**config.mk**
```make
export PLATFORM = sky130hd
export DESIGN_NAME = axi_full_mst_burst
export DESIGN_NICKNAME = d
export VERILOG_FILES = /design/src/rtl/axi_full_pkg.sv /design/src/rtl/axi_full_mst_burst.sv
export SDC_FILE = /design/constraint.sdc
export NUM_CORES = 1
export LEC_CHECK = 0
export ABC_AREA = 1
export CAP_MARGIN = 10
export CORE_AREA = 2 2 184 186
export CTS_CLUSTER_SIZE = 8
export DETAILED_ROUTE_END_ITERATION = 6
export DIE_AREA = 0 0 186 188
export PLACE_DENSITY = 0.57
export SKIP_CTS_REPAIR_TIMING = 1
export SYNTH_ARGS = -nofsm -noshare
export SYNTH_HDL_FRONTEND = slang
export SYNTH_SLANG_ARGS = --single-unit
```
**constraint.sdc**
```tcl
create_clock -name CLK -period 2.3 [get_ports CLK]
set_input_delay 0.345 -clock CLK [delete_from_list [all_inputs] [get_ports CLK]]
set_output_delay 0.345 -clock CLK [all_outputs]
set_load 0.1 [all_outputs]
```
**src/rtl/axi_full_pkg.sv**
```systemverilog
// Shared definitions for the AXI4 full burst master: FSM states, AXI burst and
// response encodings, and the 4 KB boundary test used at command acceptance.
package axi_full_pkg;

    typedef enum logic [2:0] {
        IDLE,
        WADDR,
        WDATA,
        WRESP,
        RADDR,
        RDATA,
        FIN
    } state_t;

    localparam logic [1:0] BURST_INCR  = 2'b01;
    localparam logic [1:0] RESP_OKAY   = 2'b00;
    localparam logic [1:0] RESP_SLVERR = 2'b10;

    // True when a burst starting at page offset `offset` of (len+1) beats of
    // `nbytes` bytes each runs past the end of its 4 KB page. Ending exactly
    // on the boundary is legal.
    function automatic logic crosses_4k(input logic [11:0] offset,
                                        input logic [7:0]  len,
                                        input logic [3:0]  nbytes);
        logic [15:0] span;
        span = (16'(len) + 16'd1) * 16'(nbytes);
        return (16'(offset) + span) > 16'h1000;
    endfunction

endpackage

```
**src/rtl/axi_full_mst_burst.sv**
```systemverilog
// Single-command AXI4 INCR burst master. A command is checked for alignment and
// 4 KB crossing, then run as one write (AW, W stream, B) or one read (AR, R
// stream) burst. DONE pulses once per command with the worst response seen.
module axi_full_mst_burst
    import axi_full_pkg::*;
#(
    parameter int DW  = 64,
    parameter int AW  = 32,
    parameter int IDW = 4,
    parameter int ID  = 0
) (
    input  logic              CLK,
    input  logic              RSTn,
    // command
    input  logic              CMD_VALID,
    output logic              CMD_READY,
    input  logic              CMD_WRITE,
    input  logic [AW-1:0]     CMD_ADDR,
    input  logic [7:0]        CMD_LEN,
    // write stream
    input  logic              WR_VALID,
    output logic              WR_READY,
    input  logic [DW-1:0]     WR_DATA,
    input  logic [DW/8-1:0]   WR_STRB,
    // read stream
    output logic              RD_VALID,
    input  logic              RD_READY,
    output logic [DW-1:0]     RD_DATA,
    output logic              RD_LAST,
    // completion
    output logic              DONE,
    output logic [1:0]        DONE_RESP,
    // AXI write address
    output logic [IDW-1:0]    M_AWID,
    output logic [AW-1:0]     M_AWADDR,
    output logic [7:0]        M_AWLEN,
    output logic [2:0]        M_AWSIZE,
    output logic [1:0]        M_AWBURST,
    output logic              M_AWLOCK,
    output logic [3:0]        M_AWCACHE,
    output logic [2:0]        M_AWPROT,
    output logic [3:0]        M_AWQOS,
    output logic              M_AWVALID,
    input  logic              M_AWREADY,
    // AXI write data
    output logic [DW-1:0]     M_WDATA,
    output logic [DW/8-1:0]   M_WSTRB,
    output logic              M_WLAST,
    output logic              M_WVALID,
    input  logic              M_WREADY,
    // AXI write response
    input  logic [IDW-1:0]    M_BID,
    input  logic [1:0]        M_BRESP,
    input  logic              M_BVALID,
    output logic              M_BREADY,
    // AXI read address
    output logic [IDW-1:0]    M_ARID,
    output logic [AW-1:0]     M_ARADDR,
    output logic [7:0]        M_ARLEN,
    output logic [2:0]        M_ARSIZE,
    output logic [1:0]        M_ARBURST,
    output logic              M_ARLOCK,
    output logic [3:0]        M_ARCACHE,
    output logic [2:0]        M_ARPROT,
    output logic [3:0]        M_ARQOS,
    output logic              M_ARVALID,
    input  logic              M_ARREADY,
    // AXI read data
    input  logic [IDW-1:0]    M_RID,
    input  logic [DW-1:0]     M_RDATA,
    input  logic [1:0]        M_RRESP,
    input  logic              M_RLAST,
    input  logic              M_RVALID,
    output logic              M_RREADY
);

    localparam int             NBYTES = DW / 8;
    localparam logic [2:0]     SIZE   = (DW == 64) ? 3'd3 : 3'd2;
    localparam logic [AW-1:0]  AMASK  = AW'(NBYTES - 1);
    localparam logic [IDW-1:0] ID_V   = IDW'(ID);

    state_t      state_q, state_d;
    logic [7:0]  cnt_q, cnt_d;
    logic [1:0]  resp_q, resp_d;
    logic        rdy_en_q, rdy_en_d;
    logic [AW-1:0] addr_q, addr_d;
    logic [7:0]  len_q, len_d;
    logic        cmd_bad;
    logic [1:0]  beat_resp;

    // Worst-of merge for AXI responses (higher encoding is worse).
    function automatic logic [1:0] resp_max(input logic [1:0] a, input logic [1:0] b);
        return (a > b) ? a : b;
    endfunction

    assign cmd_bad = ((CMD_ADDR & AMASK) != '0) ||
                     crosses_4k(CMD_ADDR[11:0], CMD_LEN, 4'(NBYTES));

    // Address channels carry the latched command; side-band fields fixed.
    assign M_AWID    = ID_V;
    assign M_AWADDR  = addr_q;
    assign M_AWLEN   = len_q;
    assign M_AWSIZE  = SIZE;
    assign M_AWBURST = BURST_INCR;
    assign M_AWLOCK  = 1'b0;
    assign M_AWCACHE = 4'd0;
    assign M_AWPROT  = 3'd0;
    assign M_AWQOS   = 4'd0;
    assign M_ARID    = ID_V;
    assign M_ARADDR  = addr_q;
    assign M_ARLEN   = len_q;
    assign M_ARSIZE  = SIZE;
    assign M_ARBURST = BURST_INCR;
    assign M_ARLOCK  = 1'b0;
    assign M_ARCACHE = 4'd0;
    assign M_ARPROT  = 3'd0;
    assign M_ARQOS   = 4'd0;
    assign M_WDATA   = WR_DATA;
    assign M_WSTRB   = WR_STRB;
    assign RD_DATA   = M_RDATA;
    assign DONE_RESP = resp_q;

    // Next-state, beat counting, response accumulation and handshake outputs.
    always_comb begin
        state_d   = state_q;
        cnt_d     = cnt_q;
        resp_d    = resp_q;
        rdy_en_d  = 1'b1;
        addr_d    = addr_q;
        len_d     = len_q;
        beat_resp = resp_q;
        CMD_READY = 1'b0;
        M_AWVALID = 1'b0;
        M_WVALID  = 1'b0;
        WR_READY  = 1'b0;
        M_WLAST   = 1'b0;
        M_BREADY  = 1'b0;
        M_ARVALID = 1'b0;
        RD_VALID  = 1'b0;
        M_RREADY  = 1'b0;
        RD_LAST   = 1'b0;
        DONE      = 1'b0;
        unique case (state_q)
            IDLE: begin
                CMD_READY = rdy_en_q;
                if (CMD_VALID && rdy_en_q) begin
                    addr_d = CMD_ADDR;
                    len_d  = CMD_LEN;
                    cnt_d  = 8'd0;
                    if (cmd_bad) begin
                        resp_d  = RESP_SLVERR;
                        state_d = FIN;
                    end else begin
                        resp_d  = RESP_OKAY;
                        state_d = CMD_WRITE ? WADDR : RADDR;
                    end
                end
            end
            WADDR: begin
                M_AWVALID = 1'b1;
                if (M_AWREADY) state_d = WDATA;
            end
            WDATA: begin
                M_WVALID = WR_VALID;
                WR_READY = M_WREADY;
                M_WLAST  = (cnt_q == len_q);
                if (WR_VALID && M_WREADY) begin
                    cnt_d = cnt_q + 8'd1;
                    if (cnt_q == len_q) state_d = WRESP;
                end
            end
            WRESP: begin
                M_BREADY = 1'b1;
                if (M_BVALID) begin
                    // A foreign-ID response is swallowed and flags the burst.
                    if (M_BID != ID_V) begin
                        resp_d = RESP_SLVERR;
                    end else begin
                        resp_d  = resp_max(resp_q, M_BRESP);
                        state_d = FIN;
                    end
                end
            end
            RADDR: begin
                M_ARVALID = 1'b1;
                if (M_ARREADY) state_d = RDATA;
            end
            RDATA: begin
                if (M_RID == ID_V) begin
                    RD_VALID = M_RVALID;
                    M_RREADY = RD_READY;
                    RD_LAST  = M_RLAST;
                    if (M_RVALID && RD_READY) begin
                        beat_resp = resp_max(resp_q, M_RRESP);
                        // RLAST early or missing at the expected beat.
                        if (M_RLAST != (cnt_q == len_q)) beat_resp = RESP_SLVERR;
                        resp_d = beat_resp;
                        if (cnt_q != len_q) cnt_d = cnt_q + 8'd1;
                        if (M_RLAST) state_d = FIN;
                    end
                end else begin
                    M_RREADY = 1'b1;
                    if (M_RVALID) resp_d = RESP_SLVERR;
                end
            end
            FIN: begin
                DONE    = 1'b1;
                state_d = IDLE;
            end
            default: state_d = IDLE;
        endcase
    end

    // Control state: FSM, beat counter, response and command-ready enable.
    always_ff @(posedge CLK or negedge RSTn) begin
        if (!RSTn) begin
            state_q  <= IDLE;
            cnt_q    <= 8'd0;
            resp_q   <= RESP_OKAY;
            rdy_en_q <= 1'b0;
        end else begin
            state_q  <= state_d;
            cnt_q    <= cnt_d;
            resp_q   <= resp_d;
            rdy_en_q <= rdy_en_d;
        end
    end

    // Latched command address and length; only meaningful after acceptance.
    always_ff @(posedge CLK) begin
        addr_q <= addr_d;
        len_q  <= len_d;
    end

endmodule

```
==> results.json <==
{
  "status": "completed",
  "yosys-top-cells-area": "buf_4 (34%), edfxtp_1 (25%), dfrtp_1 (7.3%)",
  "vias": 3384,
  "tightest_slew_ps": 718,
  "synthCells": 573,
  "antenna_found_initial": 4,
  "setup_tns_ps": 0,
  "die_w_um": 186,
  "globalRouteOverflowTotal": 0,
  "worstPathMaxFanout": 3,
  "fmax_mhz": 443,
  "fin_crit_ps": 2260,
  "firstDrtPassIters": 4,
  "ant_nets": 0,
  "worstSetupStartpointType": "primary input",
  "drv_cap": 0,
  "cts_tree": "yes",
  "root_buffer": "clkbuf_16",
  "synth_xor_area_share_pct": 1.46,
  "fin_nets": 793,
  "async_flop_share_pct": 25.9,
  "yosys.area_share.simple_pct": 17.1,
  "grt_max_degree": 25,
  "grt_pass1_wl_mm": 20.1,
  "synth-compound-area-share_pct": 4.68,
  "gp_congestion": 0.859,
  "slew_violations": 0,
  "layout_setup_ws_ps": 44.2,
  "dp_hpwl_mm": 12.4,
  "r2r_cells": 7,
  "io_buffers": 156,
  "htreeDepth": 2,
  "viasPerCell": 3.29,
  "core_area_mm2": 0.0331,
  "hold_class": "primary input to register",
  "endpoint_kind": "register",
  "required_ps": 2500,
  "powerDensity_mw_per_mm2": 752,
  "synth_top_family_by_area": "buffers and inverters",
  "hold_path_startpoint": "CMD_LEN[1]",
  "hold_viol": 0,
  "drive_gt1_share_pct": 31.7,
  "dieArea_mm2": 0.0350,
  "synth_fa_ha_area_share_pct": 4.34,
  "finClkSkew_ps": 5.89,
  "rows": 67,
  "period_share_pct": 98.1,
  "crit_start": "CMD_ADDR[4]",
  "grt_pass1_vias": 3262,
  "synthDistinctLibCells": 40,
  "syn2layout_area_growth_pct": 21.3,
  "finish.utilization_pct": 17.5,
  "rsz0062_at_grt": "true",
  "r2r_start": "state_q[2]$_DFFE_PN0P_",
  "drt-wirelength-per-cell_um": 14.2,
  "cts-buffers-inserted": 5,
  "clk_pin_slew_worst_paths_ps": 70,
  "clock-sinks": 54,
  "synth-edff-count": 40,
  "yosysTopAreaCell": "buf_4",
  "cts_buffer_depth": 2,
  "ir_drop_v": 0.000373,
  "syn_area_mm2": 0.00478,
  "setup_viol": 0,
  "r2r_slack_ps": 420,
  "chipHeight_um": 188,
  "critical_path.endpoint": "state_q[2]$_DFFE_PN0P_",
  "place_worst_setup_slack_ps": -791,
  "io_pins": 471,
  "initial_core_util_pct": 14.4,
  "ys.flop_type": "edfxtp_1",
  "syn_avg_cell_area_um2": 8.35,
  "crit_type": "primary input to register",
  "clk_latency_ps": 300,
  "timing.slew.headroom_pct": 51.8,
  "yosysTopAreaCellShare_pct": 34.2,
  "p_leak_uw": 0.00250,
  "grtUsageTotal_pct": 7.94,
  "ys_seq_area_share_pct": 32.4,
  "routed_wirelength_mm": 14.6,
  "yosys_warnings": 0,
  "drt_iter0_markers": 111,
  "route.detailed.drc": 0,
  "rr_endpoint": "state_q[1]$_DFFE_PN0P_",
  "synth.area.mux_share_pct": 0,
  "worstPathArrival_ps": 2460,
  "synth-seq-cells": 54
}
## critical path, stage by stage
cell	delay, ps
clkdlybuf4s50_1	460
fa_1	480
or2_2	280
a21oi_1	170
nand3_2	100
nor2_1	100
nand3_1	80
nand2_2	110
nand3_2	70
nand2_1	100
nand2_1	50
nand2_1	60
nand2_1	40
## metrics by stage
step / hold WS (ps) / total power [uW] / cell area (um^2) / std cells
2_1_floorplan: 49.4 / 4200 / 4980 / 614
3_3_place_gp: 541 / 3570 / 5510 / 1017
3_5_place_dp: 550 / 3590 / 5510 / 1017
4_1_cts: 490 / 4380 / 5650 / 1025
5_1_grt: 219 / 4610 / 5800 / 1026
6_report: 233 / 4360 / 5800 / 1028
## power breakdown
| part | total [uW] | leakage, uW | switching (uW) | internal (uW) |
|---|---|---|---|---|
| Sequential | 1270 | 0.000535 | 125 | 1150 |
| Combinational | 2330 | 0.00190 | 1700 | 632 |
| Clock | 752 | 0.0000683 | 353 | 400 |
| Total | 4360 | 0.00250 | 2180 | 2180 |
## placed cells by master (no fill, tap or decap), drive strengths merged, types with 4 or more instances in the layout
master         netlist  layout
dfrtp               14      14
nand3               23      23
ha                  15      15
nand2               81      81
conb                 2      43
inv                 66      65
nand4               13      13
clkbuf               0       8
clkdlybuf4s50        0      55
nor3                10      10
edfxtp              40      40
o21ai               11      11
a31oi                4       4
xor2                 8       8
buf                219     114
nor2                38      38
a21oi               15      15
dlymetal6s2s         0       4
## kinds of logic after synthesis
logic type	Yosys count
buffers and inverters	286
xor gates and xnor gates	8
AOI/OAI and AO/OA	37
other	2
DFF	54
and+or+nand+nor	170
adders and majority gates	16
## layout make-up
class / count / area [um^2]
flip-flops and latches: 54 / 1550
repair buffers: 175 / 1630
well taps: 448 / 561
clock inverters: 2 / 8.76
fillers: 3639 / 27300
diodes: 2 / 5.00
inverters: 67 / 259
multi-input cells: 274 / 1660
clock buffers: 6 / 129
## how the worst min path moves through the flow
stage | to | slack [ps] | cells after the start
after CTS | cnt_q[4]$_DFFE_PN0P_ | 490 | 1
after global routing | M_ARLEN[1]$_DFFE_PP_ | 220 | 1
after detailed placement | DONE_RESP[0]$_DFFE_PN0P_ | 550 | 2
after global placement | DONE_RESP[0]$_DFFE_PN0P_ | 540 | 2
final | M_ARLEN[1]$_DFFE_PP_ | 230 | 1
after floorplan | DONE_RESP[0]$_DFFE_PN0P_ | 50 | 0
## flip-flops by register name, indices dropped and copies added, names as in the netlist
| name | cells |
|---|---|
| state_q | 3 |
| DONE_RESP | 2 |
| rdy_en_q | 1 |
| cnt_q | 8 |
| M_ARLEN | 8 |
| M_ARADDR | 32 |
## per-layer routing
| metal | vias up | GRT usage (%) | part of all wire, % |
|---|---|---|---|
| met5 | - | 0.857 | 0.40 |
| met4 | 6 | 5.66 | 5.9 |
| met3 | 77 | 5.07 | 15 |
| met2 | 241 | 13.2 | 48 |
| met1 | 1484 | 6.82 | 30 |
| li1 | 1576 | - | - |
## synthesized netlist by cell type (2+ instances only)
cell type    n
a21oi_1     13
a21oi_2      2
a31oi_1      4
buf_4      218
conb_1       2
dfrtp_1     14
edfxtp_1    40
ha_1        15
inv_1       59
inv_2        6
nand2_1     75
nand2_2      3
nand2_4      3
nand3_1     20
nand3_2      2
nand4_1     13
nor2_1      32
nor2_2       4
nor2_4       2
nor3_1       8
o211ai_1     2
o21ai_0      6
o21ai_1      4
o22ai_1      2
or2_2        2
xor2_1       8
No activity file was read; power rests on OpenSTA's default activity.
